==> src/rtl/dmem_arb_pkg.sv <==
// ============================================================================
//  dmem_arb_pkg : shared types for the two-port data-memory arbiter
//  Rev 1.0
// ============================================================================
`default_nettype none

package dmem_arb_pkg;

    localparam int PORT_W = 1;

    typedef enum logic [1:0] {
        IDLE  = 2'd0,
        ISSUE = 2'd1,
        RESP  = 2'd2
    } arb_state_t;

    typedef struct packed {
        logic        we;
        logic        be;
        logic [31:0] a;
        logic [31:0] wd;
    } mem_req_t;

endpackage

`default_nettype wire

==> src/rtl/dmem_arb_pick.sv <==
// ============================================================================
//  dmem_arb_pick : fixed-priority pick with port-1 anti-starvation counter
//  Rev 1.0
// ============================================================================
`default_nettype none

module dmem_arb_pick
    import dmem_arb_pkg::*;
#(
    parameter int MAX_WAIT = 4
) (
    input  logic              clk,
    input  logic              reset,
    input  logic              req0,
    input  logic              req1,
    input  logic              decide,
    output logic              sel_valid,
    output logic [PORT_W-1:0] sel_port
);

    localparam int            CW       = $clog2(MAX_WAIT + 1);
    localparam logic [CW-1:0] WAIT_MAX = CW'(MAX_WAIT);

    logic [CW-1:0] wait_cnt_q, wait_cnt_d;
    logic          w_pick1;

    assign w_pick1   = req1 & (~req0 | (wait_cnt_q == WAIT_MAX));
    assign sel_valid = decide & (req0 | req1);
    assign sel_port  = PORT_W'(w_pick1);

    // Only contested port-0 wins count as a port-1 loss.
    always_comb begin
        wait_cnt_d = wait_cnt_q;
        if (sel_valid) begin
            if (w_pick1) begin
                wait_cnt_d = '0;
            end else if (req1 && (wait_cnt_q != WAIT_MAX)) begin
                wait_cnt_d = wait_cnt_q + 1'b1;
            end
        end
    end

    always_ff @(posedge clk or posedge reset) begin
        if (reset) begin
            wait_cnt_q <= '0;
        end else begin
            wait_cnt_q <= wait_cnt_d;
        end
    end

endmodule

`default_nettype wire

==> src/rtl/dmem_arbiter.sv <==
// ============================================================================
//  dmem_arbiter : shares a single-port byte-capable data memory between
//                 the load/store path (port 0) and a secondary master (port 1)
//  Rev 1.0
// ============================================================================
`default_nettype none

module dmem_arbiter
    import dmem_arb_pkg::*;
#(
    parameter int ADDR_WORDS = 64,
    parameter int MAX_WAIT   = 4
) (
    input  logic        clk,
    input  logic        reset,
    input  logic        req0,
    input  logic        we0,
    input  logic        be0,
    input  logic [31:0] a0,
    input  logic [31:0] wd0,
    output logic        gnt0,
    output logic        done0,
    output logic [31:0] rd0,
    output logic        err0,
    input  logic        req1,
    input  logic        we1,
    input  logic        be1,
    input  logic [31:0] a1,
    input  logic [31:0] wd1,
    output logic        gnt1,
    output logic        done1,
    output logic [31:0] rd1,
    output logic        err1,
    output logic        mem_we,
    output logic        mem_be,
    output logic [31:0] mem_a,
    output logic [31:0] mem_wd,
    input  logic [31:0] mem_rd
);

    localparam logic [29:0] WORD_LIMIT = 30'(ADDR_WORDS);

    arb_state_t        state_q;
    logic [PORT_W-1:0] owner_q;
    mem_req_t          req_q;
    logic              in_range_q;
    logic [31:0]       rdata_q;

    logic              w_decide, w_sel_valid, w_in_range;
    logic [PORT_W-1:0] w_sel_port;
    mem_req_t          w_new;
    logic              w_issue, w_resp, w_own0, w_own1;

    assign w_decide   = (state_q == IDLE) || (state_q == RESP);
    assign w_new      = (w_sel_port == PORT_W'(1)) ? '{we: we1, be: be1, a: a1, wd: wd1}
                                                   : '{we: we0, be: be0, a: a0, wd: wd0};
    assign w_in_range = (w_new.a[31:2] < WORD_LIMIT);

    dmem_arb_pick #(
        .MAX_WAIT (MAX_WAIT)
    ) u_pick (
        .clk       (clk),
        .reset     (reset),
        .req0      (req0),
        .req1      (req1),
        .decide    (w_decide),
        .sel_valid (w_sel_valid),
        .sel_port  (w_sel_port)
    );

    always_ff @(posedge clk or posedge reset) begin
        if (reset) begin
            state_q    <= IDLE;
            owner_q    <= '0;
            req_q      <= '0;
            in_range_q <= 1'b0;
            rdata_q    <= '0;
        end else begin
            case (state_q)
                IDLE, RESP: begin
                    if (w_sel_valid) begin
                        owner_q    <= w_sel_port;
                        req_q      <= w_new;
                        in_range_q <= w_in_range;
                        state_q    <= ISSUE;
                    end else begin
                        state_q    <= IDLE;
                    end
                end
                ISSUE: begin
                    // Memory has already sampled the read on the preceding negedge.
                    rdata_q <= (in_range_q && !req_q.we) ? mem_rd : '0;
                    state_q <= RESP;
                end
                default: state_q <= IDLE;
            endcase
        end
    end

    assign w_issue = (state_q == ISSUE);
    assign w_resp  = (state_q == RESP);
    assign w_own0  = (owner_q == PORT_W'(0));
    assign w_own1  = (owner_q == PORT_W'(1));

    assign mem_we  = w_issue & req_q.we & in_range_q;
    assign mem_be  = w_issue & req_q.be;
    assign mem_a   = w_issue ? req_q.a  : '0;
    assign mem_wd  = w_issue ? req_q.wd : '0;

    assign gnt0    = w_issue & w_own0;
    assign gnt1    = w_issue & w_own1;
    assign done0   = w_resp & w_own0;
    assign done1   = w_resp & w_own1;
    assign rd0     = done0 ? rdata_q : '0;
    assign rd1     = done1 ? rdata_q : '0;
    assign err0    = done0 & ~in_range_q;
    assign err1    = done1 & ~in_range_q;

endmodule

`default_nettype wire

==> config.mk <==
export PLATFORM = sky130hd
export DESIGN_NAME = dmem_arbiter
export DESIGN_NICKNAME = d
export VERILOG_FILES = /design/src/rtl/dmem_arb_pkg.sv /design/src/rtl/dmem_arb_pick.sv /design/src/rtl/dmem_arbiter.sv
export SDC_FILE = /design/constraint.sdc
export NUM_CORES = 1
export LEC_CHECK = 0
export BUFFER_PORTS_ARGS = -buffer_cell sky130_fd_sc_hd__clkbuf_2
export CAP_MARGIN = 20
export CORE_ASPECT_RATIO = 1.1
export CORE_MARGIN = 10
export CORE_UTILIZATION = 45
export CTS_BUF_LIST = sky130_fd_sc_hd__clkbuf_4
export DETAILED_ROUTE_END_ITERATION = 7
export GPL_TIMING_DRIVEN = 0
export HOLD_SLACK_MARGIN = 0.06
export PLACE_DENSITY_LB_ADDON = 0.3
export RECOVER_POWER = 25
export SLEW_MARGIN = 20
export SYNTH_ARGS = -nofsm -noshare
export SYNTH_HDL_FRONTEND = slang
export SYNTH_SLANG_ARGS = --single-unit
==> constraint.sdc <==
create_clock -name clk -period 4 [get_ports clk]
set_clock_uncertainty 0.2 [all_clocks]
set_input_delay 0.4 -clock clk [delete_from_list [all_inputs] [get_ports clk]]
set_output_delay 0.4 -clock clk [all_outputs]
set_load 0.02 [all_outputs]
==> results.txt, run 1 <==
In this run the tool buffered the top-level ports with 303 buffer cells. Summing every instance area after synthesis gives 0.005619 mm². For the worst-skew pair, the clock arrives at the later sink with an insertion delay of 0.44 ns. The run gives 317 as the starting DRC count in detailed routing.

Setup repair after global routing left no endpoint under its margin. Synthesis produced a netlist with a net count of 734. The number of synthesized register bits is 105.

The power density over the cells was 306.5 mW/mm²; the number of unique standard cell types used by synthesis was 38. After legalization and detailed placement, the total HPWL measured 15450 µm. For the sequential cell area, the log shows 0.002628 mm². The share of the clock period used by the worst path came out at 0.7371.

Subtracting the final worst setup slack from the clock period gives 2.948 ns. Synthesis handed over a netlist of 564 instances. Summing internal, switching and leakage power gives 2.767 mW. Once detail routing completed, the nets flagged for antenna violations numbered 0.

TritonCTS built the clock tree. The floorplan step set the die width to 126.5 µm. The checks that failed: capacitance limit, slew limit. Number of setup violations in the final report: 0. The share of cells above drive strength 1 works out to 0.3349.

The average detailed-routed wire length per instance works out to 18.86 µm. From synthesis to final layout, the design area changed by 60.63%. For the worst relative slew slack, the log shows -0.5848.

The static power due to leakage was 4.903 nW; the clock-pin slew on the worst setup and hold paths was 0.17 ns. For the initial antenna violation count, the log shows 1. Total die area: 0.01736 mm². The setup path with the least slack is of type reg -> out. The initial core utilization is 0.4629.

The run gives 0.01214 mm² as the placeable core region. Global routing finished with a remaining overflow of 0. The worst slack at placement is 1.542 ns, and the mean number of vias per cell is 5.095.

The floorplan step set the die height to 137.2 µm. The H-tree was split into 3 levels. The initialized floorplan defines 42 standard-cell rows. For the pin with the worst max-slew slack, the measured transition is 2.364 ns.

The run gives 304 as the number of top-level pins. Summing over every cut layer, the via total after detailed routing is 6084. The number of pins with negative max-slew slack in the final report is 51, and the Yosys warning count is 0. The global routing usage summed across all routing layers was 0.2478; the number of sinks on the clock net was 105. Of all nets on the critical path, the largest fanout is 10. VDD sags by at most 227.1 µV.

The library cell used as clock root buffer is sky130_fd_sc_hd__clkbuf_4. The number of max-cap violations was 1. The run gives 0 as the final-report hold violation count. For the number of global-route vias before repair, the log shows 6713.

The run gives 56 as the largest net degree at the start of global routing. In this run the worst hold path is classified as in -> reg. STA classifies the critical path startpoint as a flop. For the proportion of synthesized chip area in sequential cells, the log shows 0.4676. The run finished, with violations left. The clock buffer count from CTS came out at 9.

Derived from the worst setup path, the maximum achievable clock frequency is 0.3392 GHz. Setup slack on the critical path of the routed design comes to 1.052 ns. STA puts the critical path data required time at 3.40 ns.

The routed design has 22520 µm of wire. The first-pass iteration count of the detailed router came out at 4. In this run the mean area of a mapped cell was 9.963 µm². In the final layout, the multi-input gates occupy 0.002644 mm². The clock passes through at most 2 buffers.

STA puts the critical path data arrival time at 2.35 ns. Routability-driven placement finished with a final weighted congestion of 0.8176. The tools report the layout net count as 1204.

The first global-routing pass estimated 35070 µm of wire. After detailed routing, the number of remaining DRC violations is 0. The tools report the endpoint class of the critical path as an output pin. The count of filler cells inserted in the layout is 870.
-- metrics by stage --
| stage | area (µm²) | utilization | std cells | TNS, ns | hold WS (ns) |
|---|---|---|---|---|---|
| 6_report | 9026 | 0.7436 | 1194 | 0 | 0.08660 |
| 3_3_place_gp | 7328 | 0.6037 | 1021 | -64.94 | 0.2539 |
| 4_1_cts | 9007 | 0.7420 | 1191 | 0 | 0.06139 |
| 5_1_grt | 9026 | 0.7436 | 1194 | 0 | 0.07363 |
| 3_5_place_dp | 7361 | 0.6064 | 1022 | 0 | 0.2619 |
| 2_1_floorplan | 5619 | - | 564 | 0 | 0.2418 |
-- power by group --
group,switching (mW),leakage (nW),internal (mW)
logic,0.535,3.50,0.455
clock network,0.354,0.0605,0.141
registers,0.0777,1.34,1.20
total,0.966,4.90,1.80
-- Yosys cell counts (all sizes together) --
master  instances  share of area
and3            1         0.0011
a21oi           2         0.0024
a21boi          1         0.0013
o22ai           1         0.0011
nand3b          1         0.0013
nor2b           2         0.0022
o211ai          1         0.0013
nand3           1        0.00089
buf            22          0.043
mux2i          65           0.12
nand4           3         0.0033
nand2          72          0.049
nor3b           3         0.0040
nand2b          2         0.0022
ha              2         0.0045
a21bo           1         0.0018
and2          129           0.14
o21ai          68          0.061
a21o            1         0.0013
or3             1         0.0011
inv             7         0.0047
dfrtp         105           0.47
or2             1         0.0011
nor3            3         0.0027
clkbuf         21          0.014
a22o           33          0.051
nor4           10          0.011
nor2            4         0.0031
and3b           1         0.0016
-- registers in the layout, summed over array words and instances (netlist names) --
name,count
in_range_q,1
owner_q,1
rdata_q,32
req_q,66
state_q,2
u_pick.wait_cnt_q,3
-- layout make-up --
| class | count | share of cell area |
|---|---|---|
| Tap cell | 154 | 0.02135 |
| Multi-Input combinational cell | 409 | 0.2929 |
| Buffer | 43 | 0.03563 |
| Antenna cell | 1 | 0.0002772 |
| Inverter | 7 | 0.003050 |
| Clock buffer | 11 | 0.009149 |
| Sequential cell | 105 | 0.2911 |
| Timing Repair Buffer | 459 | 0.3429 |
| Clock inverter | 5 | 0.003604 |
-- path summary, 6_finish.rpt --
kind,from,end,slack (ns),cells after the start
worst max-delay path,state_q[0]$_DFF_PP0_,rd0[20],1.05,4
min in group asynchronous,reset,rdata_q[16]$_DFFE_PP0P_,0.92,3
max in group asynchronous,reset,rdata_q[28]$_DFFE_PP0P_,1.59,3
worst min-delay path,a0[8],req_q[40]$_DFFE_PP0P_,0.09,3
worst min register to register,req_q[39]$_DFFE_PP0P_,req_q[39]$_DFFE_PP0P_,0.29,2
worst max register to register,u_pick.wait_cnt_q[0]$_DFFE_PP0P_,req_q[29]$_DFFE_PP0P_,1.40,9
-- metal layers --
layer,part of all wire,vias to the layer above,global-route usage
met2,0.51,282,0.4394
met1,0.36,2885,0.2627
li1,-,2853,-
met5,0,-,0
met4,0.043,0,0.1215
met3,0.081,64,0.07651
-- placed cells by master (no fill, tap or decap), types with 2 or more instances in the layout --
cell type / n
sky130_fd_sc_hd__buf_6: 7
sky130_fd_sc_hd__nor4_1: 10
sky130_fd_sc_hd__ha_1: 2
sky130_fd_sc_hd__dfrtp_1: 105
sky130_fd_sc_hd__nor2b_1: 2
sky130_fd_sc_hd__nand2b_1: 2
sky130_fd_sc_hd__clkinvlp_4: 2
sky130_fd_sc_hd__buf_4: 5
sky130_fd_sc_hd__buf_2: 5
sky130_fd_sc_hd__clkbuf_1: 20
sky130_fd_sc_hd__nand4_1: 3
sky130_fd_sc_hd__clkbuf_2: 304
sky130_fd_sc_hd__inv_1: 5
sky130_fd_sc_hd__mux2i_1: 65
sky130_fd_sc_hd__clkbuf_4: 11
sky130_fd_sc_hd__nor2_1: 3
sky130_fd_sc_hd__a22o_1: 33
sky130_fd_sc_hd__o21ai_1: 48
sky130_fd_sc_hd__dlygate4sd3_1: 155
sky130_fd_sc_hd__buf_12: 5
sky130_fd_sc_hd__nor3b_1: 3
sky130_fd_sc_hd__o21ai_0: 20
sky130_fd_sc_hd__nor3_1: 3
sky130_fd_sc_hd__nand2_1: 71
sky130_fd_sc_hd__and2_1: 129
-- cell families (layout without fill, tap and decap cells) --
group / count (synthesis) / count (layout) / synth area share
flip-flops: 105 / 105 / 0.4676
AND/OR/NAND/NOR: 234 / 234 / 0.2289
adder cells (fa/ha/maj): 2 / 2 / 0.004453
AO/OA/AOI/OAI: 108 / 108 / 0.1214
buffers and inverters: 50 / 525 / 0.06190
other: 0 / 1 / 0
multiplexers: 65 / 65 / 0.1158
-- critical path: stages (launching register included) --
cell	delay [ns]
sky130_fd_sc_hd__dfrtp_1	0.48
sky130_fd_sc_hd__nor3b_1	0.69
sky130_fd_sc_hd__clkbuf_1	0.37
sky130_fd_sc_hd__and2_1	0.19
sky130_fd_sc_hd__clkbuf_2	0.17
-- repair_timing --
item	in CTS	in global routing
resized for setup	0	0
hold buffers	153	2
endpoints found under the hold margin	144	1
setup buffers	0	0
(Power assumes the default switching activity.)
==> inputs of run 2 (changes only) <==
clock period = 2.9 ns   (was 4 ns; I/O delays follow)
==> run 2 against run 1 <==
Effect of this change: highest routed layer unchanged; clock-buffer cell count stayed put; largest power group unchanged; largest cell class unchanged; utilization grew 1.1 points; power up 39%; the run now ends clean; global-route usage increased by 1.2 points; die area unchanged; sequential cell count unchanged; worst setup slack got worse by 0.89 ns; cell count is 1.4% higher; first-iteration DRC count increased by 6.6%; sequential power grew 38%; sequential share of layout area decreased by 0.43 points.
==> results.txt, run 2 (synthesis results as in run 1) <==
The placeable core region is 0.01214 mm² (unchanged). The worst setup path is launched from a flop. For the final non-filler cell total, the log shows 1211 (+1.4%). Relative to the synthesized area, the layout overhead comes to 63.04%. The wire length after detailed routing is 23470 µm (+4.2%). The area occupied by multi-input gates is 0.002649 mm² (+0.19%), and the aggregate global routing overflow is 0 (unchanged). For the number of sinks on the clock net, the log shows 105 (unchanged). The vertical extent of the die was 137.2 µm (unchanged). The run gives 0.44 ns (about the same) as the clock insertion delay at the later pin of the skew report. The tools report the number of top-level pins as 304 (unchanged). The register with the most flip-flops was req_q. For the clock buffer count from CTS, the log shows 9 (unchanged). The sequential cell area came out at 0.002628 mm² (unchanged). The number of global-route vias before repair came out at 6916 (+3.0%). The number of pins with negative max-slew slack in the final report is 0 (-100%), and the slew at the pin closest to its max-slew limit is 1.483 ns (-0.8816 ns). The worst setup path is captured at an output pin. The final routed DRC violation total is 0 (unchanged), and the average detailed-routed wire length per instance is 19.38 µm (+2.7%).

Static timing analysis puts the maximum clock frequency at 0.3655 GHz. The buffer depth of the longest clock path was 2 (unchanged). Leaving out fill and tap cells, the most frequent cells in the layout are sky130_fd_sc_hd__clkbuf_2 (305), sky130_fd_sc_hd__dlygate4sd3_1 (166), sky130_fd_sc_hd__and2_1 (129).

The largest net degree at the start of global routing came out at 33 (-41%). For the number of placed instances with taps included, the log shows 1024 (+0.20%). The worst path needs 2.736 ns of the cycle, external delays included. The row count was 42 (unchanged); the number of input and output port buffers inserted was 303 (unchanged).

The required time at the worst-slack endpoint is 2.41 ns (-0.99 ns). The mean number of vias per cell works out to 5.235 (+2.7%). The worst setup path is of the reg -> out kind.

The initial antenna violation count is 2 (+1), and the total die area is 0.01736 mm² (unchanged). The worst relative slew slack is 0.009926 (+0.5948), and the weighted congestion at the end of routability-driven global placement is 0.8679 (+6.2%). For the number of max-cap violations, the log shows 0 (-1).

The run gives 0.1433 ns (+0.05667 ns) as the worst hold margin. The run gives 4.974 nW (+1.4%) as the static power due to leakage. For the maximum VDD drop, the log shows 239.7 µV (+5.5%). Commonest non-fill, non-tap cell in the layout: sky130_fd_sc_hd__clkbuf_2.

Placed wire-length estimate: 15640 µm (+1.2%). The clock-pin slew on the worst setup and hold paths came out at 0.14 ns (-0.03 ns). For the first-pass iteration count of the detailed router, the log shows 5 (+1). The width of the die was 126.5 µm (unchanged). Path category of the worst min-delay check: in -> reg. The share of the clock period used by the worst path works out to 0.9435.

The number of setup violations in the final report is 0 (unchanged). The run gives 0 (unchanged) as the final-report hold violation count. The tools report the library cell used as clock root buffer as sky130_fd_sc_hd__clkbuf_4. The global routing usage summed across all routing layers is 0.2594 (+0.01159). The logs give 0.7547 (+0.01113) for the final core utilization and 826 (-5.1%) for the count of filler cells inserted in the layout. The H-tree level count is 3 (unchanged). The count of antenna-violating nets left after detailed routing is 0 (unchanged), and the initial core utilization is 0.4629 (unchanged). The global-route wire length before repair is 36200 µm (+3.2%), and the share of cells above drive strength 1 is 0.3337 (-0.001287).

For the arrival time of the worst setup path, the log shows 2.25 ns (-0.10 ns). The flip-flop count of the largest register, all copies and words added is 66 (unchanged). The logs give 1217 (+1.1%) for the layout net count and 338 (+6.6%) for the starting DRC count in detailed routing. The worst slack at placement came out at 0.4675 ns (-1.074 ns). The flow ran to the end, and the final reports show no timing, DRC or antenna violations. Worst-path maximum fanout: 10 (unchanged).

TritonCTS built the clock tree. The largest registers in the layout are req_q: 66 flops, rdata_q: 32 flops, u_pick.wait_cnt_q: 3 flops. The post-layout worst setup margin came out at 0.1637 ns (-0.8880 ns). The power density over the cells was 420.6 mW/mm² (+37%). Setup repair after global routing could not meet its margin everywhere.

The number of vias in the routed layout is 6340 (+4.2%).
-- run 2: cell types whose count changed in the layout (fill, tap and decap cells not counted), sizes merged --
cell / delta
clkinv: -1
clkinvlp: +1
diode: +4
dlygate4sd3: +11
dlymetal6s2s: +1
dlymetal6s4s: +1
-- run 2: power by group --
part	internal, mW	leakage, nW	switching, mW
clock network	0.193	0.0589	0.489
logic	0.643	3.57	0.755
registers	1.66	1.34	0.111
total	2.50	4.97	1.36
-- run 2: final cells by class --
type                       count  share of cell area
timing repair buffer         472              0.3509
multi-input combinational    409              0.2891
sequential                   105              0.2868
buffer                        43             0.03524
tap                          154             0.02103
clock buffer                  11            0.009014
clock inverter                 5            0.003551
inverter                       7            0.003005
antenna                        5            0.001366
-- run 2: repair_timing --
action / in CTS / in global routing
buffers inserted: 0 / 0
setup endpoints to repair: 21 / 10
resized for setup: 1 / 2
hold endpoints to repair: 173 / 0
cloned: 0 / 0
hold buffers: 166 / 0
-- run 2: final timing paths --
| check | from | to | slack [ns] | depth (start not counted) |
|---|---|---|---|---|
| setup reg to reg | u_pick.wait_cnt_q[0]$_DFFE_PP0P_ | req_q[57]$_DFFE_PP0P_ | 0.29 | 9 |
| max in group asynchronous | reset | rdata_q[25]$_DFFE_PP0P_ | 0.36 | 5 |
| setup / recovery | state_q[0]$_DFF_PP0_ | mem_wd[13] | 0.16 | 7 |
| min in group asynchronous | reset | req_q[35]$_DFFE_PP0P_ | 0.24 | 3 |
| hold reg to reg | req_q[51]$_DFFE_PP0P_ | req_q[51]$_DFFE_PP0P_ | 0.29 | 2 |
| hold / removal | a1[23] | in_range_q$_DFFE_PP0P_ | 0.14 | 4 |
-- run 2: worst max-delay path, stage by stage (launching register included) --
cell and delay [ns]:
sky130_fd_sc_hd__dfrtp_1 0.50, sky130_fd_sc_hd__nand2b_1 0.07, sky130_fd_sc_hd__buf_2 0.17, sky130_fd_sc_hd__inv_2 0.10, sky130_fd_sc_hd__buf_2 0.24, sky130_fd_sc_hd__clkbuf_1 0.35, sky130_fd_sc_hd__and2_1 0.20, sky130_fd_sc_hd__clkbuf_2 0.19
-- run 2: through the flow --
stage	total power, mW	cell area, µm²	TNS (ns)
2_1_floorplan	2.477	5623	0
3_3_place_gp	2.888	7332	0
3_5_place_dp	2.928	7392	0
4_1_cts	3.819	9174	0
5_1_grt	4.050	9156	-0.007518
6_report	3.853	9161	0
-- run 2: metal layers --
layer	global-route usage	vias up	wire length, µm
met3	0.07689	89	2038
li1	-	2907	-
met1	0.2654	3004	7992
met4	0.1595	0	1211
met2	0.4592	340	12220
met5	0	-	0
